==> config.mk <==
export PLATFORM = sky130hd
export DESIGN_NAME = wb_req_arbiter
export DESIGN_NICKNAME = d
export VERILOG_FILES = /design/src/rtl/wb_req_arbiter.sv
export SDC_FILE = /design/constraint.sdc
export NUM_CORES = 2
export LEC_CHECK = 0
export ABC_CLOCK_PERIOD_IN_PS = 3200
export CAP_MARGIN = 40
export CORE_MARGIN = 5
export CORE_UTILIZATION = 40
export CTS_CLUSTER_DIAMETER = 200
export DETAILED_ROUTE_END_ITERATION = 10
export DONT_BUFFER_PORTS = 1
export GPL_ROUTABILITY_DRIVEN = 0
export GPL_TIMING_DRIVEN = 0
export HOLD_SLACK_MARGIN = 0.08
export PLACE_DENSITY = 0.54
export SYNTH_ARGS = -nofsm -noshare
export SYNTH_HDL_FRONTEND = slang
export SYNTH_SLANG_ARGS = --single-unit
==> constraint.sdc <==
create_clock -name clock -period 3.2 [get_ports clock]
set_input_delay 0.32 -clock clock [delete_from_list [all_inputs] [get_ports clock]]
set_output_delay 0.32 -clock clock [all_outputs]
set_load 0.01 [all_outputs]
==> src/rtl/wb_req_arbiter.sv <==
// wb_req_arbiter: per-source writeback FIFOs (ALU, MUL, dcache) round-robin arbitrated onto the ROB write port.
// Define WB_ARB_CACHE_PRIO_EN to give the dcache FIFO strict priority over the ALU/MUL round-robin.
module wb_req_arbiter #(
    parameter int REQ_W      = 128,
    parameter int THR_W      = 2,
    parameter int NUM_THR    = 4,
    parameter int FIFO_DEPTH = 2
) (
    input  logic               clock,
    input  logic               reset,
    input  logic               alu_req_valid,
    input  logic               mul_req_valid,
    input  logic               cache_req_valid,
    input  logic [REQ_W-1:0]   alu_req_info,
    input  logic [REQ_W-1:0]   mul_req_info,
    input  logic [REQ_W-1:0]   cache_req_info,
    input  logic [THR_W-1:0]   alu_thread_id,
    input  logic [THR_W-1:0]   mul_thread_id,
    input  logic [THR_W-1:0]   cache_thread_id,
    output logic               alu_stall,
    output logic               mul_stall,
    output logic               cache_stall,
    input  logic [NUM_THR-1:0] flush_thread,
    output logic               rob_req_valid,
    output logic [REQ_W-1:0]   rob_req_info,
    output logic [THR_W-1:0]   rob_req_thread_id,
    output logic [1:0]         rob_req_src,
    input  logic               rob_ready,
    output logic [2:0]         overflow_err
);
    localparam int AW = (FIFO_DEPTH > 1) ? $clog2(FIFO_DEPTH) : 1;
    localparam int CW = $clog2(FIFO_DEPTH + 1);

    logic [2:0]            in_valid;
    logic [REQ_W-1:0]      in_info [3];
    logic [THR_W-1:0]      in_thr [3];
    logic [REQ_W-1:0]      pay_q [3][FIFO_DEPTH], pay_d [3][FIFO_DEPTH];
    logic [THR_W-1:0]      thr_q [3][FIFO_DEPTH], thr_d [3][FIFO_DEPTH];
    logic [FIFO_DEPTH-1:0] kill_q [3], kill_d [3];
    logic [AW-1:0]         wr_q [3], wr_d [3], rd_q [3], rd_d [3];
    logic [CW-1:0]         cnt_q [3], cnt_d [3];
    logic [2:0]            ovf_q, ovf_d;
    logic                  valid_q, valid_d;
    logic [REQ_W-1:0]      info_q, info_d;
    logic [THR_W-1:0]      othr_q, othr_d;
    logic [1:0]            src_q, src_d, rr_q, rr_d;
    logic [2:0]            full, nonempty, dead, elig, in_flushed, push, pop, gnt;
    logic                  out_free, load;
    logic [1:0]            gnt_src;

    assign in_valid = {cache_req_valid, mul_req_valid, alu_req_valid};
    assign in_info  = '{alu_req_info, mul_req_info, cache_req_info};
    assign in_thr   = '{alu_thread_id, mul_thread_id, cache_thread_id};

    // A head whose thread is flushed this cycle is already treated as killed so it can never be granted.
    always_comb begin
        full       = '0;
        nonempty   = '0;
        dead       = '0;
        in_flushed = '0;
        for (int s = 0; s < 3; s++) begin
            full[s]       = cnt_q[s] == CW'(FIFO_DEPTH);
            nonempty[s]   = cnt_q[s] != '0;
            dead[s]       = kill_q[s][rd_q[s]] | flush_thread[thr_q[s][rd_q[s]]];
            in_flushed[s] = flush_thread[in_thr[s]];
        end
        elig = nonempty & ~dead;
        push = in_valid & ~full & ~in_flushed;
    end

`ifdef WB_ARB_CACHE_PRIO_EN
    always_comb begin
        gnt_src = elig[2] ? 2'd2 : (elig[0] & elig[1]) ? ((rr_q == 2'd1) ? 2'd1 : 2'd0) : {1'b0, elig[1]};
        rr_d    = (load && gnt_src != 2'd2) ? gnt_src + 2'd1 : rr_q;
    end
`else
    logic [1:0] c0, c1, c2;
    always_comb begin
        c0      = rr_q;
        c1      = (rr_q == 2'd2) ? 2'd0 : rr_q + 2'd1;
        c2      = (rr_q == 2'd0) ? 2'd2 : rr_q - 2'd1;
        gnt_src = elig[c0] ? c0 : elig[c1] ? c1 : c2;
        rr_d    = load ? ((gnt_src == 2'd2) ? 2'd0 : gnt_src + 2'd1) : rr_q;
    end
`endif

    assign out_free = ~valid_q | rob_ready;
    assign load     = out_free & (|elig);
    assign gnt      = load ? (3'b001 << gnt_src) : 3'b000;
    assign pop      = gnt | (nonempty & dead);

    always_comb begin
        pay_d  = pay_q;
        thr_d  = thr_q;
        kill_d = kill_q;
        wr_d   = wr_q;
        rd_d   = rd_q;
        cnt_d  = cnt_q;
        ovf_d  = ovf_q | (in_valid & full & ~in_flushed);
        for (int s = 0; s < 3; s++) begin
            for (int i = 0; i < FIFO_DEPTH; i++)
                kill_d[s][i] = kill_q[s][i] | flush_thread[thr_q[s][i]];
            if (push[s]) begin
                pay_d[s][wr_q[s]]  = in_info[s];
                thr_d[s][wr_q[s]]  = in_thr[s];
                kill_d[s][wr_q[s]] = 1'b0;
                wr_d[s]            = wr_q[s] + AW'(1);
            end
            if (pop[s])
                rd_d[s] = rd_q[s] + AW'(1);
            cnt_d[s] = cnt_q[s] + CW'(push[s]) - CW'(pop[s]);
        end
        // A held output of a flushed thread is dropped even if the ROB is not ready.
        valid_d = load | (valid_q & ~out_free & ~flush_thread[othr_q]);
        info_d  = load ? pay_q[gnt_src][rd_q[gnt_src]] : info_q;
        othr_d  = load ? thr_q[gnt_src][rd_q[gnt_src]] : othr_q;
        src_d   = load ? gnt_src : src_q;
    end

    always_ff @(posedge clock or negedge reset) begin
        if (!reset) begin
            pay_q   <= '{default: '0};
            thr_q   <= '{default: '0};
            kill_q  <= '{default: '0};
            wr_q    <= '{default: '0};
            rd_q    <= '{default: '0};
            cnt_q   <= '{default: '0};
            ovf_q   <= '0;
            valid_q <= 1'b0;
            info_q  <= '0;
            othr_q  <= '0;
            src_q   <= '0;
            rr_q    <= '0;
        end else begin
            pay_q   <= pay_d;
            thr_q   <= thr_d;
            kill_q  <= kill_d;
            wr_q    <= wr_d;
            rd_q    <= rd_d;
            cnt_q   <= cnt_d;
            ovf_q   <= ovf_d;
            valid_q <= valid_d;
            info_q  <= info_d;
            othr_q  <= othr_d;
            src_q   <= src_d;
            rr_q    <= rr_d;
        end
    end

    assign {cache_stall, mul_stall, alu_stall} = full;
    assign rob_req_valid     = valid_q;
    assign rob_req_info      = info_q;
    assign rob_req_thread_id = othr_q;
    assign rob_req_src       = src_q;
    assign overflow_err      = ovf_q;
endmodule

# Yosys cells after proc, flatten, opt, wreduce, memory -nomap -nowiden
# Cells that the tools add are included.
[word_totals] regBits=936 output_inout_bits=139 inputBits=400 wordCells=232
[op_classes] add_sub_neg=15 reduce_logical=11 shift=1 bitwise=42 order_cmp=35 n_eq_ne=5 n_mux=93
[op_table] op="256-bit bitwise mux" count=3
[op_table] op="128-bit 2-to-1 mux" count=6
[op_table] op="256-bit binary-select mux with 2-bit select" count=1
[op_table] op="256-bit 2-to-1 mux" count=2
[op_table] op="128-bit demux with 1-bit select" count=3
[op_table] op="2-bit 2-to-1 mux" count=23
[op_table] op="2-bit by 3-bit < comparator with 1-bit output (second input constant)" count=15
[op_table] op="1-bit binary-select mux with 2-bit select" count=16
[op_table] op="1-bit 2-to-1 mux" count=26
[op_table] op="3-bit AND" count=6
[op_table] op="2-bit greater-or-equal comparator (second input constant)" count=7
[op_table] op="1-bit inverter with 2-bit output" count=7
[op_table] op="4-bit bitwise mux" count=3
[op_table] op="1-bit by 2-bit < comparator with 1-bit output (second input constant)" count=6
[op_table] op="1-bit OR" count=11
[op_table] op="2-bit equality test (second input constant)" count=5
[op_table] op="3-bit inverter" count=3
[op_table] op="4-bit binary-select mux with 2-bit select" count=1
[op_table] op="4-bit 2-to-1 mux" count=2
[op_table] op="1-bit adder (second input constant)" count=6
[op_table] op="2-bit by 1-bit adder with 2-bit output" count=3
[op_table] op="2-bit AND" count=3
[op_table] op="2-bit demux with 1-bit select" count=3
[op_table] op="1-bit logical AND" count=6
[op_table] op="other kinds (17)" count=35

# Logic depth before layout (Yosys ltp)
[logic_depth] word_depth=21 mapped_depth=16

# Worst setup path after synthesis
# OpenSTA, ideal clock, no wires.
[synth_path] path_type="input to register" startpoint="input port flush_thread[3]" endpoint="register cnt_q[3] (netlist name)" arrival_ns=3.036 n_path_buf=4 slack_ns=0.041 cell_stages=16 cell_sequence="buf_2 > mux2i_1 > a32oi_1 > a21oi_2 > o22ai_2 > o31a_1 > buf_2 > nor2_2 > buf_2 > buf_2 > o21bai_1 > ha_1 > inv_1 > ha_1 > xnor2_1 > xnor2_1"
[synth_rtl] element="start: declaration" line="23" rtl="input logic [NUM_THR-1:0] flush_thread,"
[synth_rtl] element="end signal: assignment" line="140" rtl="cnt_q <= cnt_d;"
[synth_rtl] element="end: declaration" line="41" rtl="logic [CW-1:0] cnt_q [3], cnt_d [3];"

# Worst setup path in the final report
[layout_path] startpoint="register rd_q[1] (netlist name)" endpoint="register info_q[51] (netlist: rob_req_info[51])"
[layout_via] elab_chain_len=21 word_cells_on_any_way=30 classes_between="mux: 22; bitwise: 7; reduce/logical: 1"
[layout_rtl] element="start: declaration" line="40" rtl="logic [AW-1:0] wr_q [3], wr_d [3], rd_q [3], rd_d [3];"
[layout_rtl] element="start signal: assignment" line="139" rtl="rd_q <= rd_d;"
[layout_rtl] element="1-bit inverter with 2-bit output (implied by the code)" line="64" rtl="dead[s] = kill_q[s][rd_q[s]] | flush_thread[thr_q[s][rd_q[s]]];"
[layout_rtl] element="2-bit 2-to-1 mux (implied by the code) (3 in a row)" line="64"
[layout_rtl] element="1-bit binary-select mux with 2-bit select" line="64"
[layout_rtl] element="1-bit 2-to-1 mux (implied by the code)" line="64"
[layout_rtl] element="1-bit OR" line="64"
[layout_rtl] element="3-bit inverter" line="67" rtl="elig = nonempty & ~dead;"
[layout_rtl] element="3-bit AND" line="67"
[layout_rtl] element="1-bit binary-select mux with 2-bit select" line="82" rtl="gnt_src = elig[c0] ? c0 : elig[c1] ? c1 : c2;"
[layout_rtl] element="1-bit 2-to-1 mux (implied by the code)" line="82"
[layout_rtl] element="2-bit 2-to-1 mux (2 in a row)" line="82"
[layout_rtl] element="2-bit inverter with 3-bit output (implied by the code)" line="115" rtl="info_d = load ? pay_q[gnt_src][rd_q[gnt_src]] : info_q;"
[layout_rtl] element="1-bit binary-select mux with 2-bit select" line="115"
[layout_rtl] element="1-bit 2-to-1 mux (implied by the code) (2 in a row)" line="115"
[layout_rtl] element="1-bit inverter with 2-bit output (implied by the code)" line="115"
[layout_rtl] element="128-bit 2-to-1 mux (implied by the code) (3 in a row)" line="115"
[layout_rtl] element="end signal: assignment" line="143" rtl="info_q <= info_d;"
[layout_rtl] element="end: declaration" line="44" rtl="logic [REQ_W-1:0] info_q, info_d;"
# Parallel ways exist; a longest one is shown, timed or not. The select of a mux whose other input is x is not followed.
# A chain may end at the register's enable or synchronous reset.

==> metrics.txt <==
status finished, violations left; failing checks negative hold slack, negative setup slack; final hold vios roughly 180; first drt pass iteration count 5; register area share after synthesis 0.5571; top-count cell post-synth dfrtp_1; largest net degree at the start of global routing about 940; Seq cells post-synth 936; # setup viols final 129; post-route antenna net violation count 0; clock sinks 936; non-filler cells, final roughly 5600; top cell type's share of synthesized area 0.5571; Critical-path top delay cell dfrtp_1; Starting Density 0.4011; max_slew headroom 0.05951; asr flop ratio synth 1.000; IO buf count 0; CP max FO 9; hold_buf cts roughly 400; depth of the most critical reg-to-reg path 15; Vias roughly 33000; # DRC 0; Synth area leader dfrtp_1; share of cells above drive strength 1 0.3486; endpoint type of the worst setup path flip-flop; area growth from synthesis to layout 30.80%; top area cells in the synthesized netlist dfrtp_1 56%, mux2_2 21%, a21oi_1 4.7%, a31oi_1 3.8%, a221o_1 3.1%; final wirelength about 160000 µm; Placed Area between 40000 and 50000 µm²; clock-pin slew on the worst setup and hold paths about 0.06 ns; # rows approximately 120; unrepaired setup endpoints after global routing true; count of flip-flops with a built-in enable after synthesis 0; synthesized area between 40000 and 50000 µm²; Cells after Synth between 3000 and 4000; Avg Vias per Cell 5.824; Setup TNS -11.05 ns; Core Box Area around 100000 µm²; Inserted Clock Buffers 108; final worst slack -0.1674 ns; CP cell instances nor3b_1 -> a32o_2 -> nor2_4 -> o41ai_4 -> buf_4 -> o21a_4 -> buf_8 -> nor3_4 -> o31a_4 -> buf_8 -> nor2_4 -> buf_12 -> buf_12 -> buf_16 -> a221o_1; HP Class primary input to async pin; period utilization 1.052; initial antenna violation count 46; die area between 100000 and 150000 µm²; Final Skew around 0.024 ns; nets 4531; Peak supply drop around 1100 µV; I/O Pins ~540; TritonCTS clock tree built; clk root buf clkbuf_16; Routed WL per cell about 29 µm; final instance area approximately 55000 µm²; Levels on crit path 15; Leak Pwr ~23 nW; via count of the first global-routing pass roughly 34000; Max Transition Viols Final 0; Setup CP Type flip-flop to flip-flop; global-route congestion overflow total 0; Post-synth top cells 936 x dfrtp_1, 779 x mux2_2, 392 x a21oi_1; Detail Placement HPWL between 100000 and 150000 µm; Hold WS -0.6665 ns; WP buf/inv 6; Iteration-0 DRC Markers roughly 3000; Die Span Y about 330 µm; maxcap violations 0; CP top delay family compound AO/OA/AOI/OAI gates; Synth Warn # 0; Avg Inst Size Synth ~12 µm²; Synthesized Nets between 3000 and 4000; Critical Path RT 3.81 ns; CP Launch Type flip-flop; Chip Width between 300 and 400 µm; placed instance count between 4000 and 5000; CTS HTree Levels 3; Fmax achieved approximately 300 MHz; Clock Latency Late Sink 0.69 ns; CP peak stage delay about 0.46 ns; Yosys cell types 52; Crit path arrival time 3.98 ns; worst-margin pin slew around 1.4 ns; GR Util All Layers 0.2747; power density over cell area ~1400 nW/µm²; Max Buffers Root-to-Sink 3; Synth Flop Type dfrtp_1; first-pass GRT wire length around 230000 µm; minimum clock period between 3 and 4 ns
-- sequential cells by signal (all words and copies together) (netlist names) --
register,count
pay_q,768
rob_req_info,128
thr_q,12
cnt_q,6
kill_q,6
overflow_err,3
rd_q,3
wr_q,3
c0,2
rob_req_src,2
rob_req_thread_id,2
rob_req_valid,1
-- path summary, 6_finish.rpt --
kind | from | end | slack, ns
worst min-delay path | reset | pay_q[393]$_DFFE_PN0P_ | -0.67
worst max-delay path | rd_q[1]$_DFFE_PN0P_ | rob_req_info[51]$_DFFE_PN0N_ | -0.17
max in group asynchronous | reset | pay_q[707]$_DFFE_PN0P_ | 0.90
worst max register to register | rd_q[1]$_DFFE_PN0P_ | rob_req_info[51]$_DFFE_PN0N_ | -0.17
worst min register to register | wr_q[2]$_DFFE_PN0P_ | wr_q[2]$_DFFE_PN0P_ | 0.50
min in group clock | flush_thread[3] | kill_q[0]$_DFF_PN0_ | 0.26
-- area by class of cell --
cell class                 instances  area (µm²)
antenna                           37       92.59
buffer                           313        2333
clock buffer                     158        3183
clock inverter                    35       410.4
fill                            9278       49820
inverter                          15       58.81
multi-input combinational       2228       18120
sequential                       936       23430
tap                             1391        1740
timing repair buffer             520        5630
-- worst reg2reg max path: stages, from the launching register on --
cell,delay (ns)
dfrtp_1,0.46
nor3b_1,0.25
a32o_2,0.22
nor2_4,0.07
o41ai_4,0.34
buf_4,0.22
o21a_4,0.17
buf_8,0.12
nor3_4,0.04
o31a_4,0.39
buf_8,0.16
nor2_4,0.20
buf_12,0.24
buf_12,0.20
buf_16,0.10
a221o_1,0.13
-- repair_timing --
item                       4_1_cts  5_1_grt
pin swaps                       26       28
gates resized for setup        404      297
setup endpoints to repair      532      319
hold endpoints to repair      1720      182
setup buffers                   55       30
gates cloned                     8       14
-- cells by family (layout without fill, tap and decap cells) --
| logic type | after synthesis | count (layout) | synth area share |
|---|---|---|---|
| muxes | 800 | 800 | 0.2148 |
| xor gates and xnor gates | 12 | 12 | 0.002500 |
| AOI/OAI and AO/OA | 948 | 948 | 0.1392 |
| buffers and inverters | 335 | 1041 | 0.03324 |
| adders and majority gates | 9 | 9 | 0.002678 |
| DFF | 936 | 936 | 0.5571 |
| other | 0 | 37 | 0 |
| and+or+nand+nor | 459 | 459 | 0.05050 |
-- layout by cell type (no fill, tap or decap), types with 5 or more instances in the layout --
cell type	n
dfrtp_1	929
dfrtp_2	7
a21oi_2	12
o21ai_1	28
mux2_2	779
buf_12	31
a31oi_1	240
buf_6	28
a31oi_2	17
diode_2	37
bufinv_16	7
nor2_1	19
a221o_1	129
and3_1	47
nand2_1	272
dlygate4sd3_1	402
buf_1	7
nor2_2	5
inv_1	11
a21oi_1	382
clkinv_2	20
mux2i_1	11
and3_4	81
nand2b_1	12
buf_2	29
buf_8	25
clkbuf_1	107
clkbuf_4	29
clkbuf_8	39
buf_16	11
buf_4	73
o21ai_0	104
clkbuf_16	129
xnor2_1	7
mux2i_2	5
clkbuf_2	81
-- metrics by stage --
stage	worst slack (ns)	power, mW	utilization
5_1_grt	-0.2569	83.71	0.5244
2_1_floorplan	0.04051	44.33	-
3_3_place_gp	-1.816	56.11	0.4177
3_5_place_dp	-1.742	57.07	0.4196
4_1_cts	-0.1095	75.17	0.5102
6_report	-0.1674	79.67	0.5247
-- metal layers --
layer  vias up  routed length (µm)  GRT usage
met5         -                 147          0
met3       286               12890    0.07678
met2      1258               76200     0.4425
met4        22                5025    0.09146
met1     17022               66450     0.3603
li1      14221                   -          -
-- power breakdown --
group | switching, mW | internal (mW)
sequential | 4.42 | 18.0
combinational | 24.5 | 20.2
clock | 5.19 | 7.43
total | 34.1 | 45.6
No activity file was read; power rests on OpenSTA's default activity.
